`src/rtl/spybuffer_event_arbiter.sv`:
```
// Round-robin, event-atomic merge of N_INPUTS input spybuffers into one downstream stream.
// Latency: one idle cycle to grant, then read strobe to out_data in 2 cycles, 1 word/cycle per event.
// Backpressure: out_almost_full blocks new reads only; a read already issued still lands downstream.
module spybuffer_event_arbiter #(
  parameter int DATA_WIDTH = 65,
  parameter int N_INPUTS   = 4,
  parameter int CNT_WIDTH  = 32,
  localparam int GW        = (N_INPUTS > 1) ? $clog2(N_INPUTS) : 1
) (
  input  logic                           clock,
  input  logic                           reset_n,
  input  logic                           enable,
  input  logic [N_INPUTS-1:0]            in_empty,
  input  logic [N_INPUTS*DATA_WIDTH-1:0] in_data,
  output logic [N_INPUTS-1:0]            in_read_enable,
  input  logic                           out_almost_full,
  output logic [DATA_WIDTH-1:0]          out_data,
  output logic                           out_write_enable,
  output logic [GW-1:0]                  grant,
  output logic                           busy,
  output logic [CNT_WIDTH-1:0]           word_count,
  output logic [CNT_WIDTH-1:0]           event_count
);

  typedef enum logic {IDLE, STREAM} state_t;

  state_t                state, state_nxt;
  logic [GW-1:0]         rr_ptr;
  logic                  rd_pending;
  logic [DATA_WIDTH-1:0] grant_data;
  logic                  grant_empty;
  logic                  eoe_now;
  logic                  rd_go;
  logic                  start;
  logic [GW-1:0]         pick_hi, pick_lo, pick;
  logic                  hi_vld, lo_vld;

  // Round-robin search: first non-empty channel above rr_ptr, else first at or below it.
  always_comb begin
    pick_hi = '0;
    pick_lo = '0;
    hi_vld  = 1'b0;
    lo_vld  = 1'b0;
    for (int i = 0; i < N_INPUTS; i++) begin
      if (!in_empty[i] && (i > int'(rr_ptr)) && !hi_vld) begin
        pick_hi = GW'(i);
        hi_vld  = 1'b1;
      end
      if (!in_empty[i] && (i <= int'(rr_ptr)) && !lo_vld) begin
        pick_lo = GW'(i);
        lo_vld  = 1'b1;
      end
    end
    pick = hi_vld ? pick_hi : pick_lo;
  end

  always_comb begin
    grant_data  = '0;
    grant_empty = 1'b1;
    for (int i = 0; i < N_INPUTS; i++) begin
      if (grant == GW'(i)) begin
        grant_data  = in_data[i*DATA_WIDTH +: DATA_WIDTH];
        grant_empty = in_empty[i];
      end
    end
  end

  // Once the EOE word is on the buffer output, stop reading so the next event stays queued.
  assign eoe_now = rd_pending && grant_data[DATA_WIDTH-1];
  assign rd_go   = (state == STREAM) && !grant_empty && !out_almost_full && !eoe_now;
  assign start   = (state == IDLE) && enable && (hi_vld || lo_vld);
  assign busy    = (state == STREAM);

  always_comb begin
    in_read_enable = '0;
    for (int i = 0; i < N_INPUTS; i++) begin
      if (rd_go && (grant == GW'(i))) in_read_enable[i] = 1'b1;
    end
  end

  always_comb begin
    state_nxt = state;
    case (state)
      IDLE:    if (start) state_nxt = STREAM;
      STREAM:  if (eoe_now) state_nxt = IDLE;
      default: state_nxt = IDLE;
    endcase
  end

  always_ff @(posedge clock or negedge reset_n) begin
    if (!reset_n) begin
      state            <= IDLE;
      grant            <= '0;
      rr_ptr           <= GW'(N_INPUTS - 1);
      rd_pending       <= 1'b0;
      out_data         <= '0;
      out_write_enable <= 1'b0;
      word_count       <= '0;
      event_count      <= '0;
    end else begin
      state            <= state_nxt;
      rd_pending       <= rd_go;
      out_write_enable <= rd_pending;
      if (start) begin
        grant  <= pick;
        rr_ptr <= pick;
      end
      if (rd_pending) begin
        out_data   <= grant_data;
        word_count <= word_count + CNT_WIDTH'(1);
        if (grant_data[DATA_WIDTH-1]) event_count <= event_count + CNT_WIDTH'(1);
      end
    end
  end

endmodule
```
`config.mk`:
```
export PLATFORM = sky130hd
export DESIGN_NAME = spybuffer_event_arbiter
export DESIGN_NICKNAME = d
export VERILOG_FILES = /design/src/rtl/spybuffer_event_arbiter.sv
export SDC_FILE = /design/constraint.sdc
export NUM_CORES = 1
export LEC_CHECK = 0
export CORE_AREA = 3 3 154 156
export DETAILED_ROUTE_END_ITERATION = 8
export DIE_AREA = 0 0 157 159
export GPL_ROUTABILITY_DRIVEN = 0
export GPL_TIMING_DRIVEN = 0
export PLACE_DENSITY = 0.77
export SLEW_MARGIN = 20
export SYNTH_ARGS = -nofsm -noshare
export SYNTH_HDL_FRONTEND = slang
export SYNTH_SLANG_ARGS = --single-unit
```
`constraint.sdc`:
```
create_clock -name clock -period 2.3 [get_ports clock]
set_input_delay 0.575 -clock clock [delete_from_list [all_inputs] [get_ports clock]]
set_output_delay 0.575 -clock clock [all_outputs]
set_load 0.02 [all_outputs]
```
# Word level (Yosys, flattened, before mapping)
# Cells that the tools add are included.
[totals]
out_inout_bits = 137
word_cells = 83
input_bits = 268
register_bits = 136
[op_classes]
bitwise_logic = 1
n_mux = 29
reduce_logical = 34
add_sub_neg = 2
magnitude_cmp = 6
eq_ne = 3
[ops]
columns = ["op", "n"]
rows = [
  ["$mux 65", 4],
  ["$add 32x1->32 const B", 2],
  ["$logic_and 1x1->1", 21],
  ["$mux 1", 19],
  ["$logic_not 1->1", 10],
  ["$mux 2", 5],
  ["$eq 2x2->1 const B", 2],
  ["$gt 2x2->1 const A", 2],
  ["$le 2x2->1 const A", 2],
  ["$eq 2x1->1 const B", 1],
  ["$gt 1x2->1 const A", 1],
  ["$le 1x2->1 const A", 1],
  ["$logic_not 2->1", 1],
  ["$pmux 1 s2", 1],
  ["$reduce_and 2->1", 1],
  ["$logic_or 1x1->1", 1],
  ["$not 1->1", 1],
]

# Logic depth before layout (Yosys ltp)
# Gate-level depths: netlist (run 1).
[logic_depth]
depth_word = 14
ltp_mapped = 7
ltp_nobuf = 5

# Worst setup path after synthesis (run 1)
# No wires, ideal clock.
[synth_timing]
kind = "reg2out"
startpoint = "register grant[0]"
endpoint = "output port in_read_enable[3]"
stages_incl_launch_ff = 7
t_arrival_ns = 1.989
n_path_buf = 2
slack_ns = -0.264
path_cell_list = "dfrtp_1 -> buf_6 -> mux4_2 -> nand2_2 -> buf_6 -> nand3b_4 -> nor3_1"
[synth_between]
elab_chain_cells = 11
elab_cells_between_ends = 20
cone_classes = "eq/ne (3); mux (9); reduce/logical (8)"
[synth_lines]
columns = ["item", "line", "rtl"]
rows = [
  ["from (decl)", "19", "output logic [GW-1:0] grant,"],
  ["from (signal assigned)", "105", "grant <= pick;"],
  ["$logic_not 2->1", "61", "if (grant == GW'(i)) begin"],
  ["$mux 1 (4 in a row)", "61", ""],
  ["$logic_not 1->1", "70", "assign rd_go = (state == STREAM) && !grant_empty && !out_almost_full && !eoe_now;"],
  ["$logic_and 1x1->1 (3 in a row)", "70", ""],
  ["$logic_and 1x1->1 *", "77", "if (rd_go && (grant == GW'(i))) in_read_enable[i] = 1'b1;"],
  ["$mux 1 *", "77", ""],
  ["to (decl)", "15", "output logic [N_INPUTS-1:0] in_read_enable,"],
]
# Every way passes the cells marked *; elsewhere a longest branch is shown, timed or not.

# Worst setup path after layout (run 1)
[layout_timing]
startpoint = "register grant[0]"
endpoint = "output port in_read_enable[1]"
# Same word-level chain as after synthesis.

==> metrics.md, run 1 <==
| Metric | Value |
|---|---|
| Run status | finished, violations left |
| Violated checks | negative setup slack |
| Crit Path Class | register to primary output |
| Final setup violation count | 4 |
| HPWL Detailed | 21.5 mm |
| Port buffer count | 403 |
| WP data required | 1.73 ns |
| Register area share after synthesis | 0.464 |
| CTS Buffer Depth | 2 |
| CP peak stage delay | 0.56 ns |
| Final worst-path cycle share | 1.20 |
| Relative slew slack | 0.394 |
| Cell Area, Placed | 11800 µm² |
| Number of enable-type register cells in the synthesized netlist | 0 |
| Final hold vios | 0 |
| Total CTS buffers | 17 |
| Most frequent cell after synthesis | dfrtp_1 |
| Largest net degree at the start of global routing | 71 |
| Io pins | 405 |
| Clock Sinks | 136 |
| Synth area leaders | dfrtp_1 (46%), mux4_2 (20%), mux2_2 (10%) |
| GRT Residual Overflow | 0 |
| Worst-Margin Slew | 0.909 ns |
| Rows | 55 |
| Final instance area | 12400 µm² |
| Synthesized netlist cell count | 511 |
| Area delta synth->final | 69.7% |
| Nets | 1208 |
| Final wirelength | 26.4 mm |
| Flop2flop setup slack | 0.14 ns |
| Post-route ant nets | 0 |
| CP endpoint | in_read_enable[1] |
| Final WS setup | -0.459 ns |
| Slew Viols, Final | 0 |
| Wirelength per Cell | 21.3 µm |
| Clk slew on worst S/H paths | 0.06 ns |
| Die height | 159 µm |
| WP data arrival | 2.18 ns |
| Share of the synthesized area in the top cell type | 0.457 |
| Initial core utilization | 0.326 |
| CP Cell Sequence | mux4_2, nand2_4, nand3b_4, nor4b_4, buf_4 |
| Mean Syn Cell Area | 14.4 µm² |
| Worst vdd ir | 0.489 mV |
| Minimum clock period | 2.76 ns |
| Most frequent cells after synthesis | dfrtp_1 (134), mux4_2 (66), mux2_2 (65) |
| Worst setup startpoint | grant[0] |
| Clock Latency Late Sink | 0.42 ns |
| Overall die area | 25000 µm² |
| GRT Total Usage | 0.212 |
| Drt pass-1 iters | 4 |
| CTS root buf | clkbuf_16 |
| Crit path max fanout | 5 |
| Hold/Removal Path Class | primary input to asynchronous set/reset pin |
| First-pass GRT wire length | 40.0 mm |
| Post-Syn Area | 7330 µm² |
| Power per Cell Area | 1060 nW/µm² |
| Achievable Freq | 362 MHz |
| Vias in the first global route | 6929 |
| Vias | 6289 |
| Syn_nets | 781 |
| R2R Path End | out_data[8] |
| Cell depth of the worst setup path | 5 |
| Final Skew | 0.0106 ns |
| Reg-to-Reg Start | grant[1] |
| DR DRC count | 0 |
| Max-Cap Viols | 0 |
| Top delay family on crit path | simple AND/OR/NAND/NOR gates |
| Via density | 5.08 |
| DIE WIDTH | 157 µm |
| Layout cells sized above 1 | 0.217 |
| Synth Register Bits | 136 |
| Yosys Warn Count | 0 |
| Worst Hold Margin | 0.0944 ns |
| Unrepaired setup endpoints after global routing | true |
| Pleak | 0.00495 µW |
| Antenna violations before repair | 2 |
| Share of flip-flops with an asynchronous set or reset | 1.00 |
| Crit path buf inv count | 1 |
| CP endpoint kind | primary output |
| TritonCTS clock tree | built |
| Yosys cell types | 46 |
| CP Launch Type | register |
| H-tree depth | 4 |
| DR iter-0 viols | 288 |
| Area of the core | 22500 µm² |
| Final setup TNS | -1.46 ns |
| Top FF cell, synth | dfrtp_1 |
| Crit-path slowest cell | mux4_2 |
| Reg2reg path depth | 4 |
| Leading area contributor after synthesis | dfrtp_1 |
## per-layer routing
layer	vias up	routed length [µm]	track usage
met5	-	0	0
met4	0	737	0.0724
met3	36	2070	0.0671
met2	276	13200	0.353
met1	3147	10400	0.257
li1	2830	-	-
## registers in the layout, indices dropped and copies added, names as in the netlist
signal / cells
rd_pending: 1
rr_ptr: 2
event_count: 32
busy: 1
out_data: 65
word_count: 32
grant: 2
out_write_enable: 1
## final cells by class
class	count	area, µm²
repair buffers	410	4090
multi-input cells	342	3780
clock inverters	12	188
flip-flops and latches	136	3410
well taps	285	357
plain buffers	26	130
clock buffers	20	467
inverters	5	18.8
diodes	2	5.00
fillers	1943	10100
## per-stage QoR
stage	cells	setup WS, ns	util	power, µW
after CTS	1236	-0.515	0.553	13400
after floorplan	511	-0.0962	-	7290
final	1238	-0.459	0.553	13200
after global placement	1199	-5.51	0.522	10100
after detailed placement	1200	-1.15	0.523	10200
after global routing	1238	-0.543	0.553	13800
## layout by cell type (no fill, tap or decap), drive strengths merged, types with 2 or more instances in the layout
master,instances
nand3,17
nor3,17
nand4,21
dfrtp,134
o21a,2
nor2,7
buf,25
nor4,9
nand2,28
dfstp,2
and4,9
dlygate4sd2,4
clkdlybuf4s50,394
nand3b,2
bufinv,4
ha,2
nor4b,6
nor3b,2
xnor2,28
clkinvlp,2
clkinv,3
mux2,65
diode,2
xor2,34
mux4,66
and3,11
o21ai,2
clkbuf,33
mux2i,2
a21o,2
inv,8
## cells by family (layout without fill, tap and decap cells)
group	Yosys count	after routing	share of synthesized area
AOI/OAI and AO/OA	14	14	0.0152
xor gates and xnor gates	62	62	0.0741
adders and majority gates	2	2	0.00341
buffers and inverters	33	473	0.0225
DFF	136	136	0.464
muxes	133	133	0.305
other	0	2	0
and+or+nand+nor	131	131	0.115
## power breakdown
| group | internal (µW) | switching [µW] |
|---|---|---|
| Clock | 1920 | 1090 |
| Sequential | 3150 | 486 |
| Combinational | 3500 | 3010 |
| Total | 8570 | 4580 |
## worst min-delay path by stage
stage                       endpoint  slack (ns)  depth (start not counted)        from
floorplan                       busy        0.28                          0     reset_n
global placement    out_write_enable        0.39                          0  rd_pending
detailed placement  out_write_enable        0.39                          0  rd_pending
CTS                   word_count[25]        0.11                          1     reset_n
global route          word_count[25]        0.12                          1     reset_n
finish                word_count[25]        0.09                          1     reset_n
## worst register-to-register path: cells and delay by family, from the launching register on
kind / cells / cell delay (ns)
multiplexers: 2 / 0.73
buffers and inverters: 2 / 0.96
flip-flops: 1 / 0.36
## what timing repair did
action | CTS | global route
pin swaps | 1 | 1
endpoints found under the setup margin | 6 | 4
cloned | 0 | 0
setup buffers | 4 | 2
resized for setup | 27 | 3
hold buffers | 0 | 0
No activity file was read; power rests on OpenSTA's default activity.
==> run 2: changes to the inputs <==
--- a/config.mk
+++ b/config.mk
@@ -15,3 +15,4 @@
 export SYNTH_ARGS = -nofsm -noshare
 export SYNTH_HDL_FRONTEND = slang
 export SYNTH_SLANG_ARGS = --single-unit
+export TNS_END_PERCENT = 10
==> run 2 against run 1 <==
The flow still finishes with violations (negative setup slack). Largest cell class unchanged. First-iteration DRC count shrank 24%. Design area shrank 0.81%. Non-clock buffer count is the same. Largest power group unchanged. Sequential cell count is the same. Sequential power is essentially flat. Core utilization shrank 0.45 points.
==> metrics.md, run 2 (synthesized netlist as in run 1, its figures left out) <==
| Metric | Value |
|---|---|
| Vias in the first global route | 6811 (-1.7%) |
| H-tree depth | 4 (unchanged) |
| WP data required | 1.73 ns (about the same) |
| Sw frac | 0.367 (+0.0188) |
| Unrepaired setup endpoints after global routing | true |
| Area occupied by registers | 3410 µm² (unchanged) |
| Psw | 4680 µW (+2.2%) |
| Rows | 55 (unchanged) |
| Sequential share of power | 0.286 (+0.010) |
| Wirelength per Cell | 21.7 µm (+1.9%) |
| Area of the core | 22500 µm² (unchanged) |
| Crit path max fanout | 5 (unchanged) |
| Clock Sinks | 136 (unchanged) |
| Clock Latency Late Sink | 0.41 ns (about the same) |
| CP Cell Sequence | mux4_2, nand2_4, nand3b_4, nor4b_4, buf_4 |
| DR iter-0 viols | 219 (-24%) |
| Violated checks | negative setup slack |
| Commonest non-fill, non-tap cells in the layout | clkdlybuf4s50_1 (394), dfrtp_1 (133), mux4_2 (66), mux2_2 (65), xor2_1 (34) |
| WP data arrival | 2.13 ns (-0.05 ns) |
| Hold/Removal Path Class | primary input to asynchronous set/reset pin |
| CP Launch Type | register |
| Slew Viols, Final | 0 (unchanged) |
| CP endpoint kind | primary output |
| Most flops, register | out_data |
| Clk slew on worst S/H paths | 0.07 ns (about the same) |
| Vias | 6316 (+0.43%) |
| Crit-path slowest cell | mux4_2 |
| Worst setup startpoint | grant[0] |
| Largest net degree at the start of global routing | 70 (-1.4%) |
| Reg-to-Reg Start | grant[0] |
| First-pass GRT wire length | 40.3 mm (+0.64%) |
| Area delta synth->final | 68.4% |
| Via density | 5.10 (+0.43%) |
| Overall die area | 25000 µm² (unchanged) |
| Final wirelength | 26.9 mm (+1.9%) |
| Crit path buf inv count | 1 (unchanged) |
| GRT Residual Overflow | 0 (unchanged) |
| Antenna violations before repair | 2 (unchanged) |
| Pleak | 0.00491 µW (-0.92%) |
| Cell Area, Placed | 11800 µm² (about the same) |
| DR DRC count | 0 (unchanged) |
| Int Pwr | 8070 µW (-5.9%) |
| Max-Cap Viols | 0 (unchanged) |
| Final Skew | 0.0125 ns (+0.00194 ns) |
| Final setup violation count | 4 (unchanged) |
| HPWL Detailed | 21.6 mm (+0.60%) |
| Most common cell after layout, fill and taps aside | clkdlybuf4s50_1 |
| Worst-Margin Slew | 0.710 ns (-0.199 ns) |
| Post-route ant nets | 0 (unchanged) |
| Run status | finished, violations left |
| Drt pass-1 iters | 4 (unchanged) |
| Worst vdd ir | 0.610 mV (+25%) |
| Layout cells sized above 1 | 0.218 (+0.00105) |
| DIE WIDTH | 157 µm (unchanged) |
| Crit Path Class | register to primary output |
| Final worst-path cycle share | 1.18 (-0.0248) |
| Final setup TNS | -1.37 ns (+0.0900 ns) |
| Max FFs per register | 65 (unchanged) |
| GRT Total Usage | 0.213 (+0.00151) |
| Final instance area | 12300 µm² (-0.81%) |
| CP peak stage delay | 0.55 ns (about the same) |
| Relative slew slack | 0.524 (+0.130) |
| Clock share of power | 0.202 (-0.027) |
| CTS root buf | clkbuf_16 |
| Port buffer count | 403 (unchanged) |
| Fillers | 1905 (-2.0%) |
| CTS Buffer Depth | 2 (unchanged) |
| Io pins | 405 (unchanged) |
| Initial core utilization | 0.326 (unchanged) |
| Power per Cell Area | 1030 nW/µm² (-2.3%) |
| Top delay family on crit path | simple AND/OR/NAND/NOR gates |
| Final hold vios | 0 (unchanged) |
| Hold_buf cts | 0 (unchanged) |
| TritonCTS clock tree | built |
| Achievable Freq | 370 MHz (+2.1%) |
| Minimum clock period | 2.70 ns (-0.0570 ns) |
| Area of the multi-input gates | 3780 µm² (unchanged) |
| Total CTS buffers | 17 (unchanged) |
| Die height | 159 µm (unchanged) |
| Top flop regs | out_data x65, event_count x32, word_count x32 |
| Nets | 1208 (unchanged) |
| Final WS setup | -0.403 ns (+0.0570 ns) |
| Combinational share of power | 0.512 (+0.017) |
-- run 2: cell count changes in the layout (fill, tap and decap cells not counted) --
cell / change
clkbuf_1: -1
bufinv_16: -4
clkbuf_8: -3
clkinv_2: +1
clkinv_4: -1
inv_6: +4
clkbuf_2: +2
clkinvlp_4: +1
inv_8: +2
clkbuf_4: -1
-- run 2: power groups by stage --
stage / logic (µW) / clock network (µW) / registers, µW
global route: 6920 / 2750 / 3760
CTS: 6660 / 2660 / 3650
finish: 6530 / 2580 / 3650
floorplan: 2810 / 0 / 4490
detailed placement: 6590 / 0 / 3680
global placement: 6540 / 0 / 3650
-- run 2: worst paths after layout --
kind                            cells past startpoint           endpoint  slack, ns
worst min register to register                      0   out_write_enable       0.41
max in group asynchronous                           2          rr_ptr[0]       1.43
worst min-delay path                                1     word_count[25]       0.09
worst max register to register                      4        out_data[8]       0.18
min in group clock                                  0   out_write_enable       0.41
worst max-delay path                                5  in_read_enable[1]      -0.40
-- run 2: metal layers --
metal	global-route usage	up-vias	routed length, µm
met5	0	-	0
met2	0.363	286	13800
met3	0.0690	26	2250
met4	0.0673	0	608
li1	-	2837	-
met1	0.254	3167	10200
-- run 2: worst register-to-register path, delay by kind of cell (launching register included) --
family	cells	cell delay, ns
muxes	2	0.91
buffers and inverters	2	0.67
DFF	1	0.42
-- run 2: timing repair --
item / 4_1_cts / 5_1_grt
gates cloned: 0 / 0
resized for setup: 27 / 1
pin swaps: 2 / 3
endpoints found under the setup margin: 4 / 4
setup buffers: 4 / 2
-- run 2: final cells by class --
type	count	area share
timing repair buffer	410	0.332
clock buffer	17	0.0345
clock inverter	15	0.0104
sequential	136	0.276
multi-input combinational	342	0.306
inverter	5	0.00152
tap	285	0.0289
buffer	26	0.0104
antenna	2	0.000405
-- run 2: stage by stage --
step | utilization | total power, µW | hold slack, ns | worst slack, ns | cells
6_report | 0.549 | 12800 | 0.0913 | -0.403 | 1238
5_1_grt | 0.549 | 13400 | 0.119 | -0.517 | 1238
4_1_cts | 0.549 | 13000 | 0.106 | -0.518 | 1236
3_5_place_dp | 0.523 | 10300 | 0.388 | -1.12 | 1200
3_3_place_gp | 0.522 | 10200 | 0.392 | -5.46 | 1199
2_1_floorplan | - | 7290 | 0.279 | -0.0962 | 511
